<file path="config.mk">
export PLATFORM = sky130hd
export DESIGN_NAME = imem_loader
export DESIGN_NICKNAME = d
export VERILOG_FILES = /design/src/rtl/riscv_pkg.sv /design/src/rtl/byte_packer.sv /design/src/rtl/imem_loader.sv
export SDC_FILE = /design/constraint.sdc
export NUM_CORES = 1
export LEC_CHECK = 0
export BUFFER_PORTS_ARGS = -buffer_cell sky130_fd_sc_hd__buf_2
export CELL_PAD_IN_SITES_DETAIL_PLACEMENT = 2
export CELL_PAD_IN_SITES_GLOBAL_PLACEMENT = 2
export CORE_ASPECT_RATIO = 1.2
export CORE_MARGIN = 2
export CORE_UTILIZATION = 38
export DETAILED_ROUTE_END_ITERATION = 8
export PLACE_DENSITY = 0.95
export SETUP_SLACK_MARGIN = 0.4
export SYNTH_ARGS = -nofsm -noshare
export SYNTH_HDL_FRONTEND = slang
export SYNTH_HIERARCHICAL = 1
export SYNTH_SLANG_ARGS = --single-unit
export TNS_END_PERCENT = 100
</file>
<file path="constraint.sdc">
create_clock -name clk -period 4.07 [get_ports clk]
set_input_delay 0.6105 -clock clk [delete_from_list [all_inputs] [get_ports clk]]
set_output_delay 0.6105 -clock clk [all_outputs]
set_load 0.05 [all_outputs]
</file>
<file path="src/rtl/riscv_pkg.sv">
// Shared definitions for the instruction-memory loader: data width, default
// memory depth and the loader state encoding.
package riscv_pkg;

    localparam int XLEN               = 32;
    localparam int IMEM_DEPTH_DEFAULT = 256;

    typedef enum logic [2:0] {
        IDLE,
        LEN,
        LOAD,
        CSUM,
        DONE,
        ERROR
    } loader_state_e;

    // A load length is usable when it is non-zero and fits in the memory.
    function automatic logic length_ok(input logic [XLEN-1:0] n, input int depth);
        return (n != '0) && (n <= XLEN'(depth));
    endfunction

endpackage

</file>
<file path="src/rtl/byte_packer.sv">
// Counts accepted bytes and assembles them little-endian into XLEN-bit words;
// word_done/word_data are valid combinationally on the transfer of the last byte.
module byte_packer
    import riscv_pkg::*;
(
    input  logic            clk,
    input  logic            rst,
    input  logic            clr,
    input  logic            xfer,
    input  logic [7:0]      byte_in,
    output logic            word_done,
    output logic [XLEN-1:0] word_data
);

    localparam int LANES = XLEN / 8;

    logic [1:0] byte_cnt_reg;
    logic [7:0] lane_reg [LANES-1];

    always_ff @(posedge clk) begin
        if (rst || clr) begin
            byte_cnt_reg <= '0;
        end else if (xfer) begin
            byte_cnt_reg <= byte_cnt_reg + 2'd1;
        end
    end

    // Only the lower lanes are stored; the top byte is taken live from the
    // bus so the completed word is available on the final transfer itself.
    always_ff @(posedge clk) begin
        if (rst) begin
            for (int i = 0; i < LANES - 1; i++) begin
                lane_reg[i] <= '0;
            end
        end else if (xfer) begin
            for (int i = 0; i < LANES - 1; i++) begin
                if (byte_cnt_reg == 2'(i)) begin
                    lane_reg[i] <= byte_in;
                end
            end
        end
    end

    assign word_done = xfer && (byte_cnt_reg == 2'd3);

    genvar gi;
    generate
        for (gi = 0; gi < LANES - 1; gi++) begin : g_lane
            assign word_data[8*gi +: 8] = lane_reg[gi];
        end
    endgenerate

    assign word_data[XLEN-1 -: 8] = byte_in;

endmodule

</file>
<file path="src/rtl/imem_loader.sv">
// Receives a length-prefixed, XOR-checksummed byte stream and writes it into
// instruction memory, holding the core in reset until a load completes cleanly.
module imem_loader
    import riscv_pkg::*;
#(
    parameter  int IMEM_DEPTH = IMEM_DEPTH_DEFAULT,
    localparam int ADDR_W     = $clog2(IMEM_DEPTH)
) (
    input  logic              clk,
    input  logic              rst,
    input  logic              start,
    input  logic [7:0]        rx_data,
    input  logic              rx_valid,
    output logic              rx_ready,
    output logic              imem_we,
    output logic [ADDR_W-1:0] imem_addr,
    output logic [XLEN-1:0]   imem_wdata,
    output logic              core_hold,
    output logic              busy,
    output logic              done,
    output logic              error,
    output logic [ADDR_W:0]   words_loaded
);

    localparam logic [ADDR_W:0] WL_ONE = 1;

    loader_state_e     state_reg;
    logic [ADDR_W:0]   n_reg;
    logic [XLEN-1:0]   csum_reg;
    logic [ADDR_W:0]   words_loaded_reg;
    logic              imem_we_reg;
    logic [ADDR_W-1:0] imem_addr_reg;
    logic [XLEN-1:0]   imem_wdata_reg;
    logic              rx_ready_reg;
    logic              busy_reg;
    logic              done_reg;
    logic              error_reg;
    logic              core_hold_reg;

    logic              xfer;
    logic              start_ok;
    logic              word_done;
    logic [XLEN-1:0]   word_data;
    logic [ADDR_W:0]   wl_inc;

    assign xfer     = rx_valid && rx_ready_reg;
    assign start_ok = start && ((state_reg == IDLE) || (state_reg == DONE) || (state_reg == ERROR));
    assign wl_inc   = words_loaded_reg + WL_ONE;

    byte_packer u_packer (
        .clk       (clk),
        .rst       (rst),
        .clr       (start_ok),
        .xfer      (xfer),
        .byte_in   (rx_data),
        .word_done (word_done),
        .word_data (word_data)
    );

    always_ff @(posedge clk) begin
        if (rst) begin
            state_reg        <= IDLE;
            n_reg            <= '0;
            csum_reg         <= '0;
            words_loaded_reg <= '0;
            imem_we_reg      <= 1'b0;
            imem_addr_reg    <= '0;
            imem_wdata_reg   <= '0;
            rx_ready_reg     <= 1'b0;
            busy_reg         <= 1'b0;
            done_reg         <= 1'b0;
            error_reg        <= 1'b0;
            core_hold_reg    <= 1'b1;
        end else begin
            imem_we_reg <= 1'b0;
            case (state_reg)
                IDLE, DONE, ERROR: begin
                    if (start) begin
                        state_reg        <= LEN;
                        n_reg            <= '0;
                        csum_reg         <= '0;
                        words_loaded_reg <= '0;
                        rx_ready_reg     <= 1'b1;
                        busy_reg         <= 1'b1;
                        done_reg         <= 1'b0;
                        error_reg        <= 1'b0;
                        core_hold_reg    <= 1'b1;
                    end
                end
                LEN: begin
                    if (word_done) begin
                        n_reg <= word_data[ADDR_W:0];
                        if (length_ok(word_data, IMEM_DEPTH)) begin
                            state_reg <= LOAD;
                        end else begin
                            state_reg    <= ERROR;
                            rx_ready_reg <= 1'b0;
                            busy_reg     <= 1'b0;
                            error_reg    <= 1'b1;
                        end
                    end
                end
                LOAD: begin
                    // Drop ready for the write cycle, then reopen the stream.
                    rx_ready_reg <= !word_done;
                    if (word_done) begin
                        imem_we_reg      <= 1'b1;
                        imem_addr_reg    <= words_loaded_reg[ADDR_W-1:0];
                        imem_wdata_reg   <= word_data;
                        words_loaded_reg <= wl_inc;
                        csum_reg         <= csum_reg ^ word_data;
                        if (wl_inc == n_reg) begin
                            state_reg <= CSUM;
                        end
                    end
                end
                CSUM: begin
                    if (word_done) begin
                        rx_ready_reg <= 1'b0;
                        busy_reg     <= 1'b0;
                        if (word_data == csum_reg) begin
                            state_reg     <= DONE;
                            done_reg      <= 1'b1;
                            core_hold_reg <= 1'b0;
                        end else begin
                            state_reg <= ERROR;
                            error_reg <= 1'b1;
                        end
                    end else begin
                        rx_ready_reg <= 1'b1;
                    end
                end
                default: state_reg <= IDLE;
            endcase
        end
    end

    assign rx_ready     = rx_ready_reg;
    assign imem_we      = imem_we_reg;
    assign imem_addr    = imem_addr_reg;
    assign imem_wdata   = imem_wdata_reg;
    assign core_hold    = core_hold_reg;
    assign busy         = busy_reg;
    assign done         = done_reg;
    assign error        = error_reg;
    assign words_loaded = words_loaded_reg;

endmodule

</file>
; ---- Yosys cells after proc, flatten, opt, wreduce, memory -nomap -nowiden
; Memories as Yosys holds them, arrays and structs flattened.
; Index checks and enable logic that the tools add are counted.
[classes]
add_sub_neg = 2
magnitude_cmp = 1
eq_ne = 18
mux = 53
n_bitwise = 5
reduce_logical = 26
[op_table]
columns = operator, n
row1 = 2-to-1 mux 32 bit, 2
row2 = one-hot mux 32 bit (2 select lines), 1
row3 = one-hot mux 9 bit (2 select lines), 2
row4 = == test 32 bit, 1
row5 = "less-or-equal comparator 32 x 9 -> 1 bit, second input constant", 1
row6 = nonzero test 32 bit, 1
row7 = XOR 32 bit, 1
row8 = 2-to-1 mux 1 bit, 30
row9 = 2-to-1 mux 9 bit, 3
row10 = 2-to-1 mux 8 bit, 3
row11 = 2-to-1 mux 3 bit, 6
row12 = "!= test 2 bit, second input constant", 8
row13 = one-hot mux 3 bit (4 select lines), 1
row14 = AND reduction 5 bit, 2
row15 = "adder 9 x 1 -> 9 bit, second input constant", 1
row16 = == test 9 bit, 1
row17 = AND reduction 4 bit, 2
row18 = "== test 3 x 2 -> 1 bit, second input constant", 2
row19 = "== test 3 bit, second input constant", 2
row20 = one-hot mux 1 bit (3 select lines), 2
row21 = AND reduction 3 bit, 2
row22 = AND reduction 6 bit, 1
row23 = nonzero test 2 bit, 3
row24 = "== test 2 bit, second input constant", 2
row25 = other kinds (17), 25
[totals]
ff_bits = 101
ramBits = 24
n_memories = 1
[memory_table]
columns = name, words, width, rd, rd_ports_with_merged_regs, wr, line_no
row1 = u_packer.lane_reg, 3, 8, 3, 0, 3, byte_packer.sv:18  ; logic [7:0] lane_reg [LANES-1];

; ---- Depth between registers and ports, before layout
[depth]
depth_word = 6
ltp_mapped = 10

; ---- Cells and area by module
; The synthesis kept the hierarchy.
[by_module_without_submodules]
columns = mod, instances, cells_per_inst, area_each_um2, seq_area_each_um2
row1 = imem_loader, 1, 583, 4662.0, 1981.9
row2 = byte_packer, 1, 59, 1011.0, 760.7

; ---- Least setup slack after synthesis
; OpenSTA, ideal clock, no wires.
[synth_path]
kind = register to register
from = register rx_ready_reg (netlist: rx_ready)
to = register state_reg[0]
setup_ps = 112
t_arrival_ps = 2162
required_ps = 3958
setup_slack_ps = 1796
stages_incl_launch_ff = 10
path_buffers = 2
synth_period_minus_slack_ps = 2274
path_cell_list = dfxtp_1 > and2_1 > buf_2 > and2_1 > clkbuf_1 > or2_1 > o32ai_1 > nor4_1 > a31oi_1 > a2111oi_1
[synth_via]
elab_chain_len = 4
[synth_lines]
columns = item, line_no
row1 = "start, declared", imem_loader.sv:34  ; logic rx_ready_reg;
row2 = "start signal, assigned", imem_loader.sv:105  ; rx_ready_reg <= !word_done;
row3 = logical AND 1 bit (*), imem_loader.sv:46  ; assign xfer = rx_valid && rx_ready_reg;
row4 = named net xfer, imem_loader.sv:40  ; logic xfer;
row5 = logical AND 1 bit (*), byte_packer.sv:44  ; assign word_done = xfer && (byte_cnt_reg == 2'd3);
row6 = named net word_done, imem_loader.sv:42  ; logic word_done;
row7 = != test 2 bit (no source line), -
row8 = AND reduction 5 bit (no source line) (*), -
row9 = "end signal, assigned", imem_loader.sv:62  ; state_reg <= IDLE;
row10 = "end signal, assigned", imem_loader.sv:79  ; state_reg <= LEN;
row11 = "end signal, assigned", imem_loader.sv:94  ; state_reg <= LOAD;
row12 = "end, declared", imem_loader.sv:27  ; loader_state_e state_reg;
; Mark *: on every way through the listed nets, which the timed path passes. The rest lies on a longest branch.
; A chain may end at the register's enable or synchronous reset.

; ---- Worst setup path in the final report
[layout_path]
from = register state_reg[1]
to = register csum_reg[31]
[layout_via]
elab_chain_len = 4
[layout_lines]
columns = item, line_no
row1 = == test 3 bit / zero test 3 bit (equally long branches), imem_loader.sv:76  ; case (state_reg)
row2 = OR reduction 3 bit, imem_loader.sv:76
row3 = != test 2 bit (no source line) / nonzero test 2 bit (equally long branches), -
row4 = AND reduction 3 bit (no source line), -
row5 = "end signal, assigned", imem_loader.sv:111  ; csum_reg <= csum_reg ^ word_data;
row6 = "end, declared", imem_loader.sv:29  ; logic [XLEN-1:0] csum_reg;
; Several ways; a longest one is shown, not always the timed one.

==> impl_metrics.py <==
metrics = {
    "timing": {
        "fin_tns_setup_ns": 0,
        "setup_viol": 0,
        "report.final.slew_viol_count": 0,
        "tightestPinTransition_ns": 1.10,
        "layout_min_cycle_time_ns": 2.97,
        "worst_case_headroom_to_the_max_slew_limit": 0.262,
        "timing.final.crit_share": 0.729,
        "max_freq_ghz": 0.337,
        "worst_clock_skew_ns": 0.0108,
        "finalHoldWorstSlack_ns": 0.454,
        "grt_setup_unrepaired": "no",
        "timing_hold_violations_final": 0,
    },
    "layout": {
        "postLayoutCellArea_mm2": 0.00662,
        "area.growth.synth_to_final_pct": 16.7,
        "most-common-layout-cells": "dfxtp_1 (101), nand2_1 (93), a21oi_1 (88)",
        "final_core_utilization": 0.457,
        "n_antenna_cell": 0,
        "fill_cells": 1550,
        "layout.cells.most_common": "dfxtp_1",
        "layout.cells.non_filler": 900,
        "finish.net_count": 704,
        "layout-drive-gt1-share": 0.166,
    },
    "min_path": {
        "hold_path.startpoint": "imem_addr[4]",
        "number_of_cells_traversed_by_the_worst_hold_path": 2,
        "worstHoldPathType": "flop to flop",
        "hold-path-endpoint": "imem_addr[4]",
    },
    "synthesis": {
        "synth.net_count": 659,
        "synth.ff_latch_count": 125,
        "post_synthesis_mean_instance_area_um2": 8.84,
        "ys_seq_area_frac": 0.483,
        "syn_area_mm2": 0.00567,
        "post-synth-top-area-fraction": 0.356,
        "post_synth_num_cell_types": 62,
        "synth_enable_flop_cells": 24,
        "yosys-top-cells-area": "dfxtp_1 (36%), edfxtp_1 (13%), a21oi_1 (7.9%), nand2_1 (6.2%), xor2_1 (5.9%)",
        "post-synth-top-area-cell": "dfxtp_1",
        "yosysWarnings": 6,
        "synthArstFlopShare": 0,
        "synthesis.instances": 642,
        "ys_dominant_reg_cell": "dfxtp_1",
    },
    "route": {
        "route.detailed.drc": 0,
        "drt_first_iter_violations": 448,
        "routed_wire_length_per_instance_um": 24.9,
        "drt_first_pass_iters": 4,
        "wirelength_um": 22400,
        "drt.antenna.violating_nets": 0,
        "detail_route.vias_per_cell": 5.71,
        "route.vias.total": 5142,
    },
    "setup_path": {
        "timing.reg2reg.setup_slack_ns": 1.10,
        "worst_case_reg_to_reg_path_depth": 6,
        "reg_to_reg_end": "csum_reg[31]",
        "crit_path_max_fanout": 26,
        "worstPathBufferInverterCount": 1,
        "criticalPathCategory": "flop to flop",
        "crit_required_ns": 4.42,
        "path_delay_family": "simple AND/OR/NAND/NOR gates",
        "crit_path_max_incr_delay_ns": 0.73,
        "cpMaxStageDelayCell": "dfxtp_1",
        "critical_path_arrival_ns": 3.32,
        "crit_path_cell_trace": "nor3b_1 -> nand2_1 -> buf_4 -> nor2_1 -> o21ai_0 -> a21oi_1",
        "timing.critical_path.to_type": "flop",
        "critPathLaunchType": "flop",
        "r2r-start": "state_reg[1]",
    },
    "floorplan": {
        "design.core.area_mm2": 0.0145,
        "dieWidth_um": 116,
        "die_h_um": 138,
        "floorplan_row_count": 48,
        "io-pin-count": 67,
        "initial_cell_density_of_the_core": 0.392,
        "die-area_mm2": 0.0159,
    },
    "clock_network": {
        "ctsRootBufferMaster": "clkbuf_16",
        "numCtsBuffers": 17,
        "clock_pin_slew_of_the_registers_on_the_worst_case_setup_and_hold_paths_ns": 0.07,
        "cts.path.max_buffers": 2,
        "clkSinkCount": 125,
        "clkLatencyLatePin_ns": 0.44,
        "hold_fix_buffer_count_after_cts": 0,
        "cts_post_setup_buffers_inserted": 0,
        "post_cts.resized_instances": 0,
        "tritoncts_clock_tree": "done",
        "cts.htree.levels": 4,
    },
    "placed_design": {
        "io_buf_count": 66,
        "gp_congestion": 0.828,
        "placed_instances": 868,
        "postPlaceCellArea_mm2": 0.00605,
        "dp_hpwl_um": 13400,
    },
    "global_routing": {
        "grt_pass1_wl_um": 34300,
        "grt-ovfl-total": 0,
        "grt_max_degree": 62,
        "antenna_found_initial": 0,
        "grtUsageTotal": 0.294,
        "first_global_vias": 5673,
    },
    "job": {
        "drv.max_cap_violation_count": 0,
    },
    "pwr": {
        "seq_power_share": 0.445,
        "power.net_switching_uw": 796,
        "ir_drop_uv": 305,
        "leakage_uw": 0.00264,
        "pwr-share-clk": 0.515,
        "power.internal_uw": 2140,
        "power_frac_comb": 0.040,
        "power_per_cell_area_mw_per_mm2": 444,
        "sw_frac_of_total": 0.271,
    },
    "status": {
        "status": "finished clean",
    },
}
## power groups by stage
stage	combinational (uW)	clock (uW)	sequential [uW]
global route	122	1580	1310
detailed placement	109	0	1330
CTS	115	1530	1310
finish	116	1510	1310
global placement	102	0	1330
floorplan	75.2	0	1330
## worst min-delay path, cell delays in order (launching register included)
cell and delay (ns):
dfxtp_1 0.31, nand2_1 0.05, a21oi_1 0.05
## logic make-up (layout without fill, tap and decap cells)
logic type / Yosys count / count (layout) / synth area share
AO/OA/AOI/OAI: 161 / 161 / 0.163
AND/OR/NAND/NOR: 252 / 252 / 0.219
multiplexers: 3 / 3 / 0.00529
adder cells (fa/ha/maj): 5 / 5 / 0.0110
buffers and inverters: 51 / 109 / 0.0485
flip-flops: 125 / 125 / 0.483
XOR/XNOR: 45 / 45 / 0.0695
## routing by layer
layer,track usage,vias up,wire length [um]
li1,-,2292,-
met3,0.0541,70,1140
met2,0.518,191,11500
met5,0,-,0
met1,0.342,2589,8840
met4,0.138,0,875
## synth_stat cells (all sizes together) (5+ instances only)
cell	n
xnor2	7
xor2	38
inv	6
nand2	93
ha	5
edfxtp	24
buf	23
a22oi	9
dfxtp	101
a21o	5
nor4	16
nand3	5
or2	36
or3	5
o21ai	42
nor2	56
nor3	5
and3	9
and2	6
clkbuf	21
a21oi	89
## cell type report
cell class / count / area, um^2 / area share
timing repair buffer: 70 / 363 / 0.0548
multi-input combinational: 466 / 2670 / 0.403
clock inverter: 14 / 121 / 0.0183
tap: 200 / 250 / 0.0378
inverter: 7 / 26.3 / 0.00397
sequential: 125 / 2740 / 0.414
clock buffer: 18 / 450 / 0.0680
## worst max path at each step
| stage | start | to | slack, ns | cells after the start |
|---|---|---|---|---|
| after detailed placement | rx_valid | words_loaded[7] | 1.13 | 8 |
| after floorplan | rx_ready | state_reg[0] | 1.80 | 9 |
| after CTS | state_reg[1] | csum_reg[31] | 1.12 | 6 |
| after global placement | rx_valid | words_loaded[8] | 1.38 | 8 |
| final | state_reg[1] | csum_reg[31] | 1.10 | 6 |
| after global routing | state_reg[1] | csum_reg[31] | 0.81 | 6 |
## per-stage QoR
stage | total power (uW) | worst slack, ns
3_3_place_gp | 1430 | 1.38
6_report | 2940 | 1.10
2_1_floorplan | 1400 | 1.80
4_1_cts | 2950 | 1.12
3_5_place_dp | 1440 | 1.13
5_1_grt | 3010 | 0.806
Note: power is estimated with default switching activity, not from simulation.
